`config.mk`:
```
export PLATFORM = sky130hd
export DESIGN_NAME = cordic_host_port_flat
export DESIGN_NICKNAME = d
export VERILOG_FILES = /design/src/rtl/cordic_host_port_if.sv /design/src/rtl/cordic_host_port.sv /design/src/flat_wrapper.sv
export SDC_FILE = /design/constraint.sdc
export NUM_CORES = 1
export LEC_CHECK = 0
export CAP_MARGIN = 40
export CELL_PAD_IN_SITES_DETAIL_PLACEMENT = 1
export CELL_PAD_IN_SITES_GLOBAL_PLACEMENT = 1
export CORE_ASPECT_RATIO = 0.6
export CORE_MARGIN = 4
export CORE_UTILIZATION = 37
export CTS_CLUSTER_SIZE = 10
export DETAILED_ROUTE_END_ITERATION = 10
export PLACE_DENSITY_LB_ADDON = 0.1
export SETUP_SLACK_MARGIN = 0.3
export SLEW_MARGIN = 20
export SYNTH_ARGS = -nofsm -noshare
export SYNTH_HDL_FRONTEND = slang
export SYNTH_SLANG_ARGS = --single-unit
```
`constraint.sdc`:
```
create_clock -name CLK1 -period 1.8 [get_ports CLK1]
set_input_delay 0.36 -clock CLK1 [delete_from_list [all_inputs] [get_ports CLK1]]
set_output_delay 0.36 -clock CLK1 [all_outputs]
set_load 0.05 [all_outputs]
```
`src/rtl/cordic_host_port_if.sv`:
```
// Host-side bundle between the sample source, the CORDIC control block bus and the result sink.
// Both streams use valid/ready: a word transfers on a rising edge where valid && ready; valid never waits on ready.
interface cordic_host_port_if #(
  parameter int W = 13
);
  logic         s_valid;
  logic         s_ready;
  logic [W-1:0] s_i;
  logic [W-1:0] s_q;

  logic         Enable;
  logic         IN_N_OUT;
  logic [W-1:0] Bus_Data;
  logic [W-1:0] Data_out;
  logic         Data_Ready;

  logic         r_valid;
  logic         r_ready;
  logic [W-1:0] r_pm;
  logic [W-1:0] r_am;

  logic         Timeout_Err;
  logic         Busy;

  modport slave (
    input  s_valid, s_i, s_q, Data_out, Data_Ready, r_ready,
    output s_ready, Enable, IN_N_OUT, Bus_Data, r_valid, r_pm, r_am, Timeout_Err, Busy
  );

  modport master (
    output s_valid, s_i, s_q, Data_out, Data_Ready, r_ready,
    input  s_ready, Enable, IN_N_OUT, Bus_Data, r_valid, r_pm, r_am, Timeout_Err, Busy
  );
endinterface

```
`src/rtl/cordic_host_port.sv`:
```
// Serialises one I/Q pair onto the shared CORDIC bus, waits for Data_Ready, then captures PM and AM
// into a single-entry result buffer. Unsolicited responses arriving while idle are drained and dropped.
module cordic_host_port #(
  parameter int W       = 13,
  parameter int TIMEOUT = 1000
) (
  input  logic                CLK1,
  input  logic                RST_n,
  cordic_host_port_if.slave   host,
  output logic [2:0]          o_dbg_state
);
  localparam int CW = $clog2(TIMEOUT + 1);

  typedef enum logic [2:0] {
    S_IDLE, S_SEND_I, S_SEND_Q, S_WAIT, S_GET_PM, S_GET_AM, S_DRAIN_PM, S_DRAIN_AM
  } state_t;

  state_t         r_state;
  state_t         w_next;
  logic [CW-1:0]  r_cnt;
  logic [W-1:0]   r_i;
  logic [W-1:0]   r_q;
  logic [W-1:0]   r_pm;
  logic [W-1:0]   r_am;
  logic           r_valid;
  logic           r_tmo;
  logic           w_s_ready;
  logic           w_accept;
  logic           w_consume;
  logic           w_expire;

  // A pending Data_Ready in IDLE must be drained first, so it also blocks a launch.
  assign w_s_ready = RST_n && (r_state == S_IDLE) && !host.Data_Ready && (!r_valid || host.r_ready);
  assign w_accept  = host.s_valid && w_s_ready;
  assign w_consume = r_valid && host.r_ready;
  assign w_expire  = (r_state == S_WAIT) && !host.Data_Ready && (r_cnt == CW'(TIMEOUT - 1));

  always_comb begin
    w_next = r_state;
    case (r_state)
      S_IDLE: begin
        if (host.Data_Ready)  w_next = S_DRAIN_PM;
        else if (w_accept)    w_next = S_SEND_I;
      end
      S_SEND_I:   w_next = S_SEND_Q;
      S_SEND_Q:   w_next = S_WAIT;
      S_WAIT: begin
        if (host.Data_Ready)  w_next = S_GET_PM;
        else if (w_expire)    w_next = S_IDLE;
      end
      S_GET_PM:   w_next = S_GET_AM;
      S_GET_AM:   w_next = S_IDLE;
      S_DRAIN_PM: w_next = S_DRAIN_AM;
      S_DRAIN_AM: w_next = S_IDLE;
      default:    w_next = S_IDLE;
    endcase
  end

  always_ff @(posedge CLK1 or negedge RST_n) begin
    if (!RST_n) begin
      r_state <= S_IDLE;
      r_cnt   <= '0;
      r_i     <= '0;
      r_q     <= '0;
      r_pm    <= '0;
      r_am    <= '0;
      r_valid <= 1'b0;
      r_tmo   <= 1'b0;
    end else begin
      r_state <= w_next;
      r_tmo   <= w_expire;
      if (w_accept) begin
        r_i <= host.s_i;
        r_q <= host.s_q;
      end
      if (r_state == S_SEND_Q)
        r_cnt <= '0;
      else if ((r_state == S_WAIT) && !host.Data_Ready)
        r_cnt <= r_cnt + CW'(1);
      if (r_state == S_GET_PM)
        r_pm <= host.Data_out;
      // Set beats clear: a launch is impossible while a result is unconsumed.
      if (r_state == S_GET_AM) begin
        r_am    <= host.Data_out;
        r_valid <= 1'b1;
      end else if (w_consume) begin
        r_valid <= 1'b0;
      end
    end
  end

  assign host.s_ready     = w_s_ready;
  assign host.Enable      = (r_state == S_SEND_I);
  assign host.IN_N_OUT    = !((r_state == S_SEND_I) || (r_state == S_SEND_Q));
  assign host.Bus_Data    = (r_state == S_SEND_I) ? r_i :
                            (r_state == S_SEND_Q) ? r_q : '0;
  assign host.r_valid     = r_valid;
  assign host.r_pm        = r_pm;
  assign host.r_am        = r_am;
  assign host.Timeout_Err = r_tmo;
  assign host.Busy        = (r_state != S_IDLE);
  assign o_dbg_state      = r_state;
endmodule

```
`src/flat_wrapper.sv`:
```
// flat-port wrapper written by rule: the top's interface ports become plain ports
module cordic_host_port_flat 
#(
  parameter int W       = 13,
  parameter int TIMEOUT = 1000
)
  (CLK1, RST_n, o_dbg_state, host_s_valid, host_s_i, host_s_q, host_Data_out, host_Data_Ready, host_r_ready, host_s_ready, host_Enable, host_IN_N_OUT, host_Bus_Data, host_r_valid, host_r_pm, host_r_am, host_Timeout_Err, host_Busy);
  cordic_host_port_if #(.W(W)) host_i ();
  input  logic CLK1;
  input  logic RST_n;
  output logic [2:0] o_dbg_state;
  input wire logic [$bits(host_i.s_valid)-1:0] host_s_valid;
  input wire logic [$bits(host_i.s_i)-1:0] host_s_i;
  input wire logic [$bits(host_i.s_q)-1:0] host_s_q;
  input wire logic [$bits(host_i.Data_out)-1:0] host_Data_out;
  input wire logic [$bits(host_i.Data_Ready)-1:0] host_Data_Ready;
  input wire logic [$bits(host_i.r_ready)-1:0] host_r_ready;
  output wire logic [$bits(host_i.s_ready)-1:0] host_s_ready;
  output wire logic [$bits(host_i.Enable)-1:0] host_Enable;
  output wire logic [$bits(host_i.IN_N_OUT)-1:0] host_IN_N_OUT;
  output wire logic [$bits(host_i.Bus_Data)-1:0] host_Bus_Data;
  output wire logic [$bits(host_i.r_valid)-1:0] host_r_valid;
  output wire logic [$bits(host_i.r_pm)-1:0] host_r_pm;
  output wire logic [$bits(host_i.r_am)-1:0] host_r_am;
  output wire logic [$bits(host_i.Timeout_Err)-1:0] host_Timeout_Err;
  output wire logic [$bits(host_i.Busy)-1:0] host_Busy;
  assign host_i.s_valid = host_s_valid;
  assign host_i.s_i = host_s_i;
  assign host_i.s_q = host_s_q;
  assign host_i.Data_out = host_Data_out;
  assign host_i.Data_Ready = host_Data_Ready;
  assign host_i.r_ready = host_r_ready;
  assign host_s_ready = host_i.s_ready;
  assign host_Enable = host_i.Enable;
  assign host_IN_N_OUT = host_i.IN_N_OUT;
  assign host_Bus_Data = host_i.Bus_Data;
  assign host_r_valid = host_i.r_valid;
  assign host_r_pm = host_i.r_pm;
  assign host_r_am = host_i.r_am;
  assign host_Timeout_Err = host_i.Timeout_Err;
  assign host_Busy = host_i.Busy;
  cordic_host_port #(.W(W), .TIMEOUT(TIMEOUT)) u_core (.CLK1(CLK1), .RST_n(RST_n), .host(host_i), .o_dbg_state(o_dbg_state));
endmodule
```
==> reports/metrics.json <==
{
  "run_status": {
    "run_status": "finished, violations left",
    "failing_checks": "negative setup slack"
  },
  "final_layout": {
    "multi_input_area_um2": 1630,
    "num-fill-cells": 691,
    "layout.cells.non_filler": 448,
    "final_nets": 384,
    "seq_area_um2": 1680,
    "synthToLayoutAreaGrowth_pct": 77.9,
    "n_antenna_cell": 0,
    "drive_above_1_share_pct": 55.8,
    "finish.utilization_pct": 69.6
  },
  "timing": {
    "rsz0062_at_grt": "yes",
    "timing.setup.tns_ps": -3730,
    "fin_hold_ws_ps": 161,
    "layout_worst_path_cycle_share_pct": 108,
    "max_slew.worst_pin.slew_ps": 472,
    "setup_viols_final": 43,
    "layout_min_cycle_time_ps": 1940,
    "timing.max_slew.rel_slack_pct": 68.5,
    "fmax_mhz": 517,
    "fin_skew_ps": 8.63,
    "timing.final.hold_violations": 0,
    "slew_viol_final": 0,
    "timing.final.ws_setup_ps": -135
  },
  "route": {
    "vias_per_cell": 5.32,
    "postRouteAntennaNets": 0,
    "drc": 0,
    "detail_route.first_pass.iterations": 4,
    "postRouteWirelength_um": 11200,
    "dr_total_vias": 2385,
    "first_iter_violations": 133,
    "post_drt_wl_per_cell_um": 25.1
  },
  "logic_synthesis": {
    "synth_seq_area_share_pct": 57.5,
    "synthAdderAreaFrac_pct": 0.429,
    "ys_async_sr_fraction_pct": 100,
    "post_synth_most_frequent_cells": "sky130_fd_sc_hd__dfrtp_1, sky130_fd_sc_hd__mux2_2, sky130_fd_sc_hd__mux2_1",
    "synthesis.area_um2": 2920,
    "synth.net_count": 258,
    "synth_edf_count": 0,
    "yosys_register_bits": 67,
    "synth-simple-area-share_pct": 10.8,
    "synth_xor_xnor_area_share_pct": 0.300,
    "synth-compound-area-share_pct": 6.78,
    "ys.warnings.count": 0,
    "synth.top_cells.by_area": "sky130_fd_sc_hd__dfrtp_1, sky130_fd_sc_hd__mux2_2, sky130_fd_sc_hd__mux2_1, sky130_fd_sc_hd__a22o_1, sky130_fd_sc_hd__buf_2",
    "synth_cell_types": 34,
    "dominant_combinational_cell_family_by_area_after_synthesis": "multiplexers",
    "synth_top_area_cell": "sky130_fd_sc_hd__dfrtp_1",
    "yosys-mux-area-fraction_pct": 21.8,
    "syn-mean-instance-area_um2": 13.7,
    "synth_top_area_share_pct": 57.5,
    "synthesis.instances": 213,
    "yosys_most_used_dff": "sky130_fd_sc_hd__dfrtp_1",
    "yosysMostFrequentCell": "sky130_fd_sc_hd__dfrtp_1"
  },
  "pwr": {
    "peakVddDrop_uv": 1420,
    "p_per_area_nw_per_um2": 2040,
    "power.leakage_nw": 2.45
  },
  "critical_path": {
    "slowest_delay_ps": 470,
    "critical_path.n_buffers_inverters": 2,
    "worst-setup-path-type": "flop to output port",
    "critical_path.cell_chain": "nor3b_4 > buf_12 > a22o_4 > buf_12",
    "critical_path.slowest_cell": "sky130_fd_sc_hd__dfrtp_2",
    "critPathMostFrequentCell": "sky130_fd_sc_hd__buf_12",
    "setup.worst_path.end_class": "output port",
    "cpLargestDelayFamily": "flip-flops",
    "crit_arrival_ps": 1580,
    "cp_max_fo": 15,
    "critical_path_required_ps": 1440,
    "worstSetupStartpointType": "flop"
  },
  "floorplan": {
    "pin_count": 92,
    "core_area_um2": 7450,
    "die_height_um": 76.8,
    "die-width_um": 123,
    "initial_core_util_pct": 39.1,
    "dieArea_um2": 9410,
    "placementRows": 24
  },
  "hold_path": {
    "holdCritPathClass": "input pin to asynchronous set/reset pin"
  },
  "placement": {
    "detailedPlacementHpwl_um": 6140,
    "io_buffers": 91,
    "place.gp.congestion": 0.758,
    "count_of_placed_standard_cells_including_taps": 416
  },
  "clocking": {
    "cts_tree": "yes",
    "cts-htree-levels": 3,
    "number_of_buffers_inserted_during_clock_tree_synthesis": 9,
    "clk_latency_ps": 340,
    "cts_root_buffer": "sky130_fd_sc_hd__clkbuf_16",
    "bufs_on_longest_clock_path": 2,
    "clock-sinks": 67,
    "cts.clk_slew.worst_paths_ps": 60
  },
  "global_routing": {
    "global_route_wire_length_before_repair_um": 16300,
    "grt.total_usage_pct": 23.3,
    "leftover_overflow_at_the_end_of_global_routing": 0,
    "vias_in_the_first_global_route": 2667,
    "initial_antenna_violation_count": 0,
    "grt_max_degree": 41
  },
  "job": {
    "max-cap-violations": 0
  }
}
[metal layers]
layer  vias to the layer above  track usage, %  wire length (um)  part of all wire [%]
met2                        78            38.1              5630                    50
met1                      1244            30.1              4610                    41
met5                         -               0                 0                     0
li1                       1038               -                 -                     -
met3                        25            6.91               638                   5.7
met4                         0            6.03               347                   3.1
[worst paths after layout]
check                                       from               endpoint  slack (ps)  cells past startpoint
setup / recovery           u_core.o_dbg_state[2]       host_Bus_Data[2]        -140                      4
hold / removal                             RST_n    u_core.host.r_am[5]         160                      2
setup reg to reg           u_core.o_dbg_state[1]          u_core.r_i[8]         -90                      6
hold reg to reg             u_core.host.r_pm[12]   u_core.host.r_pm[12]         510                      1
max in group asynchronous                  RST_n  u_core.o_dbg_state[0]        1070                      3
min in group CLK1                          RST_n  u_core.o_dbg_state[0]         420                      3
[metrics by stage]
step / setup slack [ps] / cell area [um2] / total power, W
floorplan: -112 / 3200 / 0.00603
global placement: -125 / 4410 / 0.00787
detailed placement: -200 / 4430 / 0.00800
CTS: -140 / 5050 / 0.0103
global route: -186 / 5190 / 0.0110
finish: -135 / 5190 / 0.0106
[area by class of cell]
type | count | share of cell area (%)
multi-input combinational | 132 | 31.4
timing repair buffer | 127 | 28.3
sequential | 67 | 32.4
tap | 104 | 2.51
clock inverter | 4 | 0.507
clock buffer | 12 | 4.75
inverter | 2 | 0.145
[cells in the final DEF, fill, tap and decap left out, types with 3 or more instances in the layout]
cell type,netlist,routed
sky130_fd_sc_hd__dfrtp_1,67,63
sky130_fd_sc_hd__buf_12,0,24
sky130_fd_sc_hd__dfrtp_2,0,4
sky130_fd_sc_hd__buf_6,0,18
sky130_fd_sc_hd__nor3b_4,0,4
sky130_fd_sc_hd__a21oi_2,0,3
sky130_fd_sc_hd__mux2i_1,5,5
sky130_fd_sc_hd__a22o_4,0,13
sky130_fd_sc_hd__clkdlybuf4s50_1,0,41
sky130_fd_sc_hd__nand2b_1,4,3
sky130_fd_sc_hd__o21ai_0,5,5
sky130_fd_sc_hd__mux2_4,0,46
sky130_fd_sc_hd__mux2_2,30,6
sky130_fd_sc_hd__nor4_4,0,4
sky130_fd_sc_hd__buf_4,1,39
sky130_fd_sc_hd__nand4_1,3,3
sky130_fd_sc_hd__clkbuf_16,0,11
sky130_fd_sc_hd__nand2_1,9,9
[logic make-up (layout without fill, tap and decap cells)]
logic type      Yosys count  in the layout
xor+xnor                  1              1
fa+ha+maj                 1              1
simple gates             46             46
mux                      57             57
buf+inv                  14            145
flops                    67             67
compound gates           27             27
[worst register-to-register path, stage by stage (launching register included)]
cell                      delay, ps
sky130_fd_sc_hd__dfrtp_2        450
sky130_fd_sc_hd__buf_4          150
sky130_fd_sc_hd__buf_6          130
sky130_fd_sc_hd__nor3b_4        260
sky130_fd_sc_hd__nand4_4        240
sky130_fd_sc_hd__buf_12         220
sky130_fd_sc_hd__mux2_2         310
[sequential cells by signal (all words and copies together) (netlist names)]
register	cells
u_core.r_q	13
u_core.host.r_am	13
u_core.o_dbg_state	3
u_core.r_i	13
u_core.host.Timeout_Err	1
u_core.r_cnt	10
u_core.host.r_valid	1
u_core.host.r_pm	13
[power by group]
part           leakage, nW  switching, W  internal (W)
clock                0.133      0.000676      0.000968
combinational         1.49       0.00330       0.00285
sequential           0.833      0.000593       0.00217
[repair_timing]
item	4_1_cts	5_1_grt
pin swaps	5	7
hold buffers	0	0
cloned	3	1
setup buffers	8	4
endpoints found under the setup margin	81	85
resized for setup	57	22
No activity file was read; power rests on OpenSTA's default activity.
